File: src/rtl/voxguard_pkg.sv
// Constants and types shared by the voice scrambler and the receiver-side descrambler.
package voxguard_pkg;

  localparam logic [15:0] SYNC_WORD    = 16'hA55A;
  localparam int          KEY_SLICE_HI = 27;
  localparam int          KEY_SLICE_LO = 12;

  // Generator fixed-point unity (Q4.28) and power-on seed.
  localparam logic [31:0] ONE      = 32'h1000_0000;
  localparam logic [31:0] KEY_SEED = 32'h01F9_7414;

  typedef enum logic [2:0] {
    ST_IDLE = 3'd0,
    ST_HDR0 = 3'd1,
    ST_HDR1 = 3'd2,
    ST_HDR2 = 3'd3,
    ST_SYNC = 3'd4,
    ST_RUN  = 3'd5
  } scr_state_e;

endpackage

File: src/rtl/stream_out_reg.sv
// One-deep valid/ready output register; accepts a new word whenever empty or drained.
module stream_out_reg #(
  parameter int W = 16
) (
  input  logic         clk,
  input  logic         rst_n,
  input  logic         i_push,
  input  logic [W-1:0] i_data,
  input  logic         i_is_sync,
  input  logic         i_m_ready,
  output logic         o_valid,
  output logic [W-1:0] o_data,
  output logic         o_is_sync,
  output logic         o_load
);

  logic         r_valid;
  logic [W-1:0] r_data;
  logic         r_is_sync;

  assign o_load    = !r_valid || i_m_ready;
  assign o_valid   = r_valid;
  assign o_data    = r_data;
  assign o_is_sync = r_is_sync;

  always_ff @(posedge clk or negedge rst_n) begin
    if (!rst_n) begin
      r_valid   <= 1'b0;
      r_data    <= '0;
      r_is_sync <= 1'b0;
    end else if (o_load) begin
      r_valid <= i_push;
      if (i_push) begin
        r_data    <= i_data;
        r_is_sync <= i_is_sync;
      end
    end
  end

endmodule

File: src/rtl/voice_stream_scrambler.sv
// XOR-scrambles PCM samples with the chaotic key stream and periodically emits a
// plaintext sync header so a receiver can re-lock its generator.
//   state | meaning
//   IDLE  | stream disabled, waiting for enable
//   HDR0  | capture key state, emit SYNC_WORD
//   HDR1  | emit key state upper half
//   HDR2  | emit key state lower half
//   SYNC  | one-cycle generator resync strobe
//   RUN   | encrypt accepted samples
module voice_stream_scrambler #(
  parameter int          SAMPLE_WIDTH  = 16,
  parameter int          KEY_WIDTH     = 32,
  parameter int          RESYNC_PERIOD = 1024,
  parameter logic [15:0] SYNC_WORD     = voxguard_pkg::SYNC_WORD
) (
  input  logic                    clk,
  input  logic                    rst_n,
  input  logic                    enable,
  input  logic                    s_valid,
  output logic                    s_ready,
  input  logic [SAMPLE_WIDTH-1:0] s_data,
  input  logic [KEY_WIDTH-1:0]    key_in,
  output logic                    next_key_en,
  output logic                    sync_en,
  output logic [KEY_WIDTH-1:0]    sync_state_out,
  output logic                    m_valid,
  input  logic                    m_ready,
  output logic [SAMPLE_WIDTH-1:0] m_data,
  output logic                    m_is_sync
);

  import voxguard_pkg::*;

  localparam int             CNT_W    = (RESYNC_PERIOD > 1) ? $clog2(RESYNC_PERIOD) : 1;
  localparam logic [CNT_W-1:0] CNT_LAST = CNT_W'(RESYNC_PERIOD - 1);

  scr_state_e               r_state;
  logic [KEY_WIDTH-1:0]     r_sync_reg;
  logic                     r_cap_done;
  logic                     r_sync_en;
  logic [CNT_W-1:0]         r_sample_cnt;

  logic                     w_load;
  logic                     w_accept;
  logic                     w_push;
  logic [SAMPLE_WIDTH-1:0]  w_push_data;
  logic                     w_push_sync;

  assign s_ready        = (r_state == ST_RUN) && enable && w_load;
  assign w_accept       = s_valid && s_ready;
  assign next_key_en    = w_accept;
  assign sync_en        = r_sync_en;
  assign sync_state_out = r_sync_reg;

  always_comb begin
    w_push      = 1'b0;
    w_push_data = '0;
    w_push_sync = 1'b0;
    case (r_state)
      ST_HDR0: begin
        w_push      = w_load;
        w_push_data = SAMPLE_WIDTH'(SYNC_WORD);
        w_push_sync = 1'b1;
      end
      ST_HDR1: begin
        w_push      = w_load;
        w_push_data = SAMPLE_WIDTH'(r_sync_reg[31:16]);
        w_push_sync = 1'b1;
      end
      ST_HDR2: begin
        w_push      = w_load;
        w_push_data = SAMPLE_WIDTH'(r_sync_reg[15:0]);
        w_push_sync = 1'b1;
      end
      ST_RUN: begin
        w_push      = w_accept;
        w_push_data = s_data ^ SAMPLE_WIDTH'(key_in[KEY_SLICE_HI:KEY_SLICE_LO]);
        w_push_sync = 1'b0;
      end
      default: ;
    endcase
  end

  always_ff @(posedge clk or negedge rst_n) begin
    if (!rst_n) begin
      r_state      <= ST_IDLE;
      r_sync_reg   <= '0;
      r_cap_done   <= 1'b0;
      r_sync_en    <= 1'b0;
      r_sample_cnt <= '0;
    end else begin
      r_sync_en <= 1'b0;
      case (r_state)
        ST_IDLE: begin
          if (enable) r_state <= ST_HDR0;
        end
        ST_HDR0: begin
          // Capture once per header so a back-pressure stall cannot re-sample the key.
          if (!r_cap_done) begin
            r_sync_reg <= key_in;
            r_cap_done <= 1'b1;
          end
          if (w_load) begin
            r_cap_done <= 1'b0;
            r_state    <= ST_HDR1;
          end
        end
        ST_HDR1: begin
          if (w_load) r_state <= ST_HDR2;
        end
        ST_HDR2: begin
          if (w_load) begin
            r_state   <= ST_SYNC;
            r_sync_en <= 1'b1;
          end
        end
        ST_SYNC: begin
          r_state <= ST_RUN;
        end
        ST_RUN: begin
          if (w_accept) begin
            if (r_sample_cnt == CNT_LAST) begin
              r_sample_cnt <= '0;
              r_state      <= ST_HDR0;
            end else begin
              r_sample_cnt <= r_sample_cnt + 1'b1;
            end
          end else if (!enable) begin
            r_sample_cnt <= '0;
            r_state      <= ST_IDLE;
          end
        end
        default: r_state <= ST_IDLE;
      endcase
    end
  end

  stream_out_reg #(
    .W(SAMPLE_WIDTH)
  ) u_out_reg (
    .clk       (clk),
    .rst_n     (rst_n),
    .i_push    (w_push),
    .i_data    (w_push_data),
    .i_is_sync (w_push_sync),
    .i_m_ready (m_ready),
    .o_valid   (m_valid),
    .o_data    (m_data),
    .o_is_sync (m_is_sync),
    .o_load    (w_load)
  );

endmodule
File: config.mk
export PLATFORM = sky130hd
export DESIGN_NAME = voice_stream_scrambler
export DESIGN_NICKNAME = d
export VERILOG_FILES = /design/src/rtl/voxguard_pkg.sv /design/src/rtl/stream_out_reg.sv /design/src/rtl/voice_stream_scrambler.sv
export SDC_FILE = /design/constraint.sdc
export NUM_CORES = 1
export LEC_CHECK = 0
export ABC_AREA = 1
export CORE_UTILIZATION = 50
export DETAILED_ROUTE_END_ITERATION = 6
export PLACE_DENSITY = 0.95
export SLEW_MARGIN = 20
export SYNTH_ARGS = -nofsm -noshare
export SYNTH_HDL_FRONTEND = slang
export SYNTH_SLANG_ARGS = --single-unit
export TNS_END_PERCENT = 20
File: constraint.sdc
create_clock -name clk -period 3.5 [get_ports clk]
set_clock_uncertainty 0.05 [all_clocks]
set_input_delay 1.05 -clock clk [delete_from_list [all_inputs] [get_ports clk]]
set_output_delay 1.05 -clock clk [all_outputs]
set_load 0.05 [all_outputs]
Word-level counts from Yosys, hierarchy flattened --
Cells that the tools add are included.
Storage, ports and cells: bits in registers 65, bits in latches 0, memory bits (writable) 0, bits in read-only memories 0, bits of input ports 53, output and inout port bits 53, logic and storage cells 52, memories kept 0
Cells by class: $add $sub $neg 1, $mul 0, divide/modulo/power cells 0, order comparisons 0, eq/ne operators 13, shift-type cells 0, mux-type cells 17, bitwise operators 2, reductions and logical operators 11
Operator list (count):
- $pmux W16 S4 | 1
- $mux W10 | 3
- $mux W3 | 7
- $pmux W3 S6 | 1
- $xor A16 B16 Y16 | 1
- $add A10 B1 Y10 const B | 1
- $eq A10 B10 Y1 const B | 1
- $ne A2 B2 Y1 const B | 4
- $eq A3 B2 Y1 const B | 2
- $eq A3 B3 Y1 const B | 2
- $reduce_and A2 Y1 | 3
- $reduce_and A6 Y1 | 1
- $mux W1 | 4
- $eq A3 B1 Y1 const B | 1
- $logic_and A1 B1 Y1 | 3
- $logic_not A3 Y1 | 1
- $ne A3 B2 Y1 const B | 1
- $ne A3 B3 Y1 const B | 1
- $reduce_or A3 Y1 | 1
- $ne A2 B1 Y1 const B | 1
- $pmux W1 S2 | 1
- $logic_not A1 Y1 | 1
- $logic_or A1 B1 Y1 | 1
- $not A1 Y1 | 1

Logic depth before layout (Yosys ltp) --
depth in word-level cells 6, gate-level depth with buffers 9, mapped depth without buffers 9

By module --
From an unflattened synthesis, not the netlist that was laid out.
Unflattened totals: cell total of the unflattened synthesis 361, area, all modules 3358.2 um^2
By module, submodules not included:
- voice_stream_scrambler | times used 1, cells each 283, area an instance 2556.2 um^2, sequential area each 1176.1 um^2
- stream_out_reg | times used 1, cells each 78, area an instance 802.0 um^2, sequential area each 450.4 um^2

Least setup slack after synthesis --
OpenSTA, ideal clock, no wires.
path kind input port to output port, start input enable, end output next_key_en, data arrival time 1.762 ns, required time 2.400 ns, path slack 0.638 ns, stages on the path 3, path buffers 1, cell sequence nand4_1 nor3_2 buf_2
On the way: longest elaborated chain between the ends 3
Ends and longest elaborated chain:
- start: declaration | line voice_stream_scrambler.sv:18 | input logic enable,
- $logic_and A1 B1 Y1 (2 in a row) | line voice_stream_scrambler.sv:49 | assign s_ready = (r_state == ST_RUN) && enable && w_load;
- $logic_and A1 B1 Y1 | line voice_stream_scrambler.sv:50 | assign w_accept = s_valid && s_ready;
- end: declaration | line voice_stream_scrambler.sv:23 | output logic next_key_en,
No other way between the ends.

Final worst setup path --
Same ends and word-level chain as after synthesis.

==> reports/results.tsv <==
stage	metric	value	unit
critical_path	r2r_cells	4	
cts	clk_pin_slew_worst_paths	0.07	ns
floorplanning	core_region_area	6420	um2
cts	postCtsHoldBufs	0	
sta	slew_violations	0	
min_path	hold_path_class	reg -> reg	
sta	setup_viol	0	
synth	ys_warn_count	0	
grt	grt_max_degree	38	
layout	num_antenna_cells	0	
routing	drcViolationCount	10	
cts	postCtsSetupBuffers	0	
grt	antenna_found_initial	0	
synth	synth_area	3360	um2
routing	avgViaCountPerCell	5.86	
critical_path	r2r_end	sync_state_out[21]	
cts	clockBufferDepth	2	
routing	firstDrtPassIters	7	
power_and_ir_drop	power_density	1030	nW/um2
layout	nFillCells	419	
synth	yosysUniqueCellTypes	27	
synth	synth_edf_count	0	
critical_path	start_kind	input pin	
min_path	whs_endpoint	sync_state_out[27]	
critical_path	crit_fanout	3	
sta	layout_min_cycle_time	3.33	ns
grt	grt_usage	29.7	%
critical_path	cp.arrival	2.23	ns
placement	place.gp.congestion	0.850	
layout	drive_above_1_share	6.94	%
synth	async_flop_share	100	%
routing	antenna_left	0	
grt	grt-ovfl-total	0	
critical_path	crit_type	in -> out	
synth	seq_area_frac_synth	48.4	%
sta	holdWs	0.465	ns
placement	port_buffers	105	
sta	relSlewSlack	28.1	%
sta	max_freq	301	MHz
floorplanning	core.rowCount	29	
cts	cts_buffers	9	
floorplanning	io_pins	106	
cts	clock-sinks	65	
cts	clk_latency	0.35	ns
layout	area_growth	38.8	%
sta	timing.setup.tns	0	ns
routing	routed_wl	10000	um
routing	vias	3572	
sta	finalCritPeriodShare	95.1	%
min_path	hold_path_depth	2	
layout	fin_nets	582	
floorplanning	initial_core_util	52.3	%
sta	worst_pin_slew	1.08	ns
layout	fin_util	72.6	%
min_path	min-delay-start	sync_state_out[27]	
flow_run	drv_cap	0	
routing	first_iter_violations	258	
floorplanning	dieArea	7050	um2
cts	ctsHtreeMaxLevel	3	
critical_path	r2r-start	r_cap_done	
synth	syn_nets	481	
synth	ys_seq_elements	65	
critical_path	cp-end-kind	output pin	
critical_path	r2r_slack	0.74	ns
floorplanning	die_w	84.0	um
synth	synthFlopType	dfrtp_1	
cts	post_cts_resized	0	
grt	first_global_vias	3396	
critical_path	crit_required	2.40	ns
placement	dp_hpwl	6700	um
synth	syn_inst	427	
floorplanning	dieHeight	84.0	um
run_status	status	complete, but fails checks	
synth	syn_area_per_cell	7.86	um2
sta	hold_violations	0	
power_and_ir_drop	ir_drop	0.790	mV
power_and_ir_drop	power.leakage	0.00230	uW
run_status	violations	design-rule violations	
cts	cts_tree	built	
sta	rsz0062_at_grt	no	
routing	wl_per_cell	16.4	um
grt	grt_pass1_wl	16300	um
cts	root_buffer	clkbuf_8	
-- logic make-up after synthesis --
| logic type | Yosys count | synth area share (%) |
|---|---|---|
| AO/OA/AOI/OAI | 12 | 1.94 |
| flip-flops | 65 | 48.4 |
| adder cells (fa/ha/maj) | 1 | 0.373 |
| AND/OR/NAND/NOR | 297 | 38.9 |
| XOR/XNOR | 17 | 4.43 |
| buffers and inverters | 35 | 5.96 |
-- per-layer routing --
metal  GRT usage [%]  wire [um]  share of wire, %
met1            37.3       3830                38
met2            49.0       4820                48
met3            5.24        994               9.9
met4            15.7        381               3.8
met5               0          0                 0
-- through the flow --
step                      setup slack [ns]  area [um2]  power (uW)  instances
after detailed placement             0.187        4420        3930        594
after CTS                            0.176        4660        4750        610
after global routing                 0.104        4660        4970        610
after global placement               0.233        4420        3860        594
final                                0.173        4660        4780        610
after floorplan                      0.638        3360        3090        427
-- placed cells by master (no fill, tap or decap), types with 3 or more instances in the layout --
master,synthesis,layout
nand2_1,186,186
clkdlybuf4s50_1,0,102
nand3_1,73,73
dfrtp_1,65,65
xor2_1,17,17
inv_1,14,14
nand4_1,12,12
nor2_1,10,10
clkbuf_8,0,9
a21oi_1,6,6
nor2_2,4,4
o21ai_0,4,4
bufinv_16,0,3
buf_12,0,3
-- synth_stat cells, types with 4 or more instances --
master     n  share of area (%)
nand4_1   12                2.2
a21oi_1    6               0.89
nand2_1  186                 21
inv_1     14                1.6
buf_6      6                2.0
nor2_1    10                1.1
o21ai_0    4               0.60
nand3_1   73                 11
dfrtp_1   65                 48
buf_2      4               0.60
buf_4      5                1.1
nor2_2     4               0.75
xor2_1    17                4.4
-- how the worst max path moves through the flow --
stage               cells past startpoint  slack (ns)   start           to
floorplan                               3        0.64  enable  next_key_en
detailed placement                      4        0.19  enable  next_key_en
finish                                  4        0.17  enable  next_key_en
global route                            4        0.10  enable  next_key_en
CTS                                     4        0.18  enable  next_key_en
global placement                        4        0.23  enable  next_key_en
-- area by class of cell --
class | instances | area (um2) | area share (%)
flip-flops and latches | 65 | 1630 | 34.9
multi-input cells | 327 | 1530 | 32.9
repair buffers | 108 | 1100 | 23.6
clock buffers | 9 | 124 | 2.66
clock inverters | 7 | 119 | 2.55
well taps | 77 | 96.3 | 2.07
inverters | 17 | 63.8 | 1.37
-- sequential cells by signal, summed over array words and instances, names as in the netlist --
name,cells
u_out_reg.o_data,16
u_out_reg.o_is_sync,1
sync_state_out,32
u_out_reg.o_valid,1
r_cap_done,1
r_state,3
sync_en,1
r_sample_cnt,10
-- worst max-delay path, cell delays in order --
cell	delay [ns]
clkdlybuf4s50_1	0.52
nand4_1	0.20
nor3_2	0.28
buf_12	0.18
-- where the power goes --
group          switching [uW]  internal, uW
clock                     315           473
combinational            1840           804
sequential                290          1060
Power figures use the tool's default switching activity.
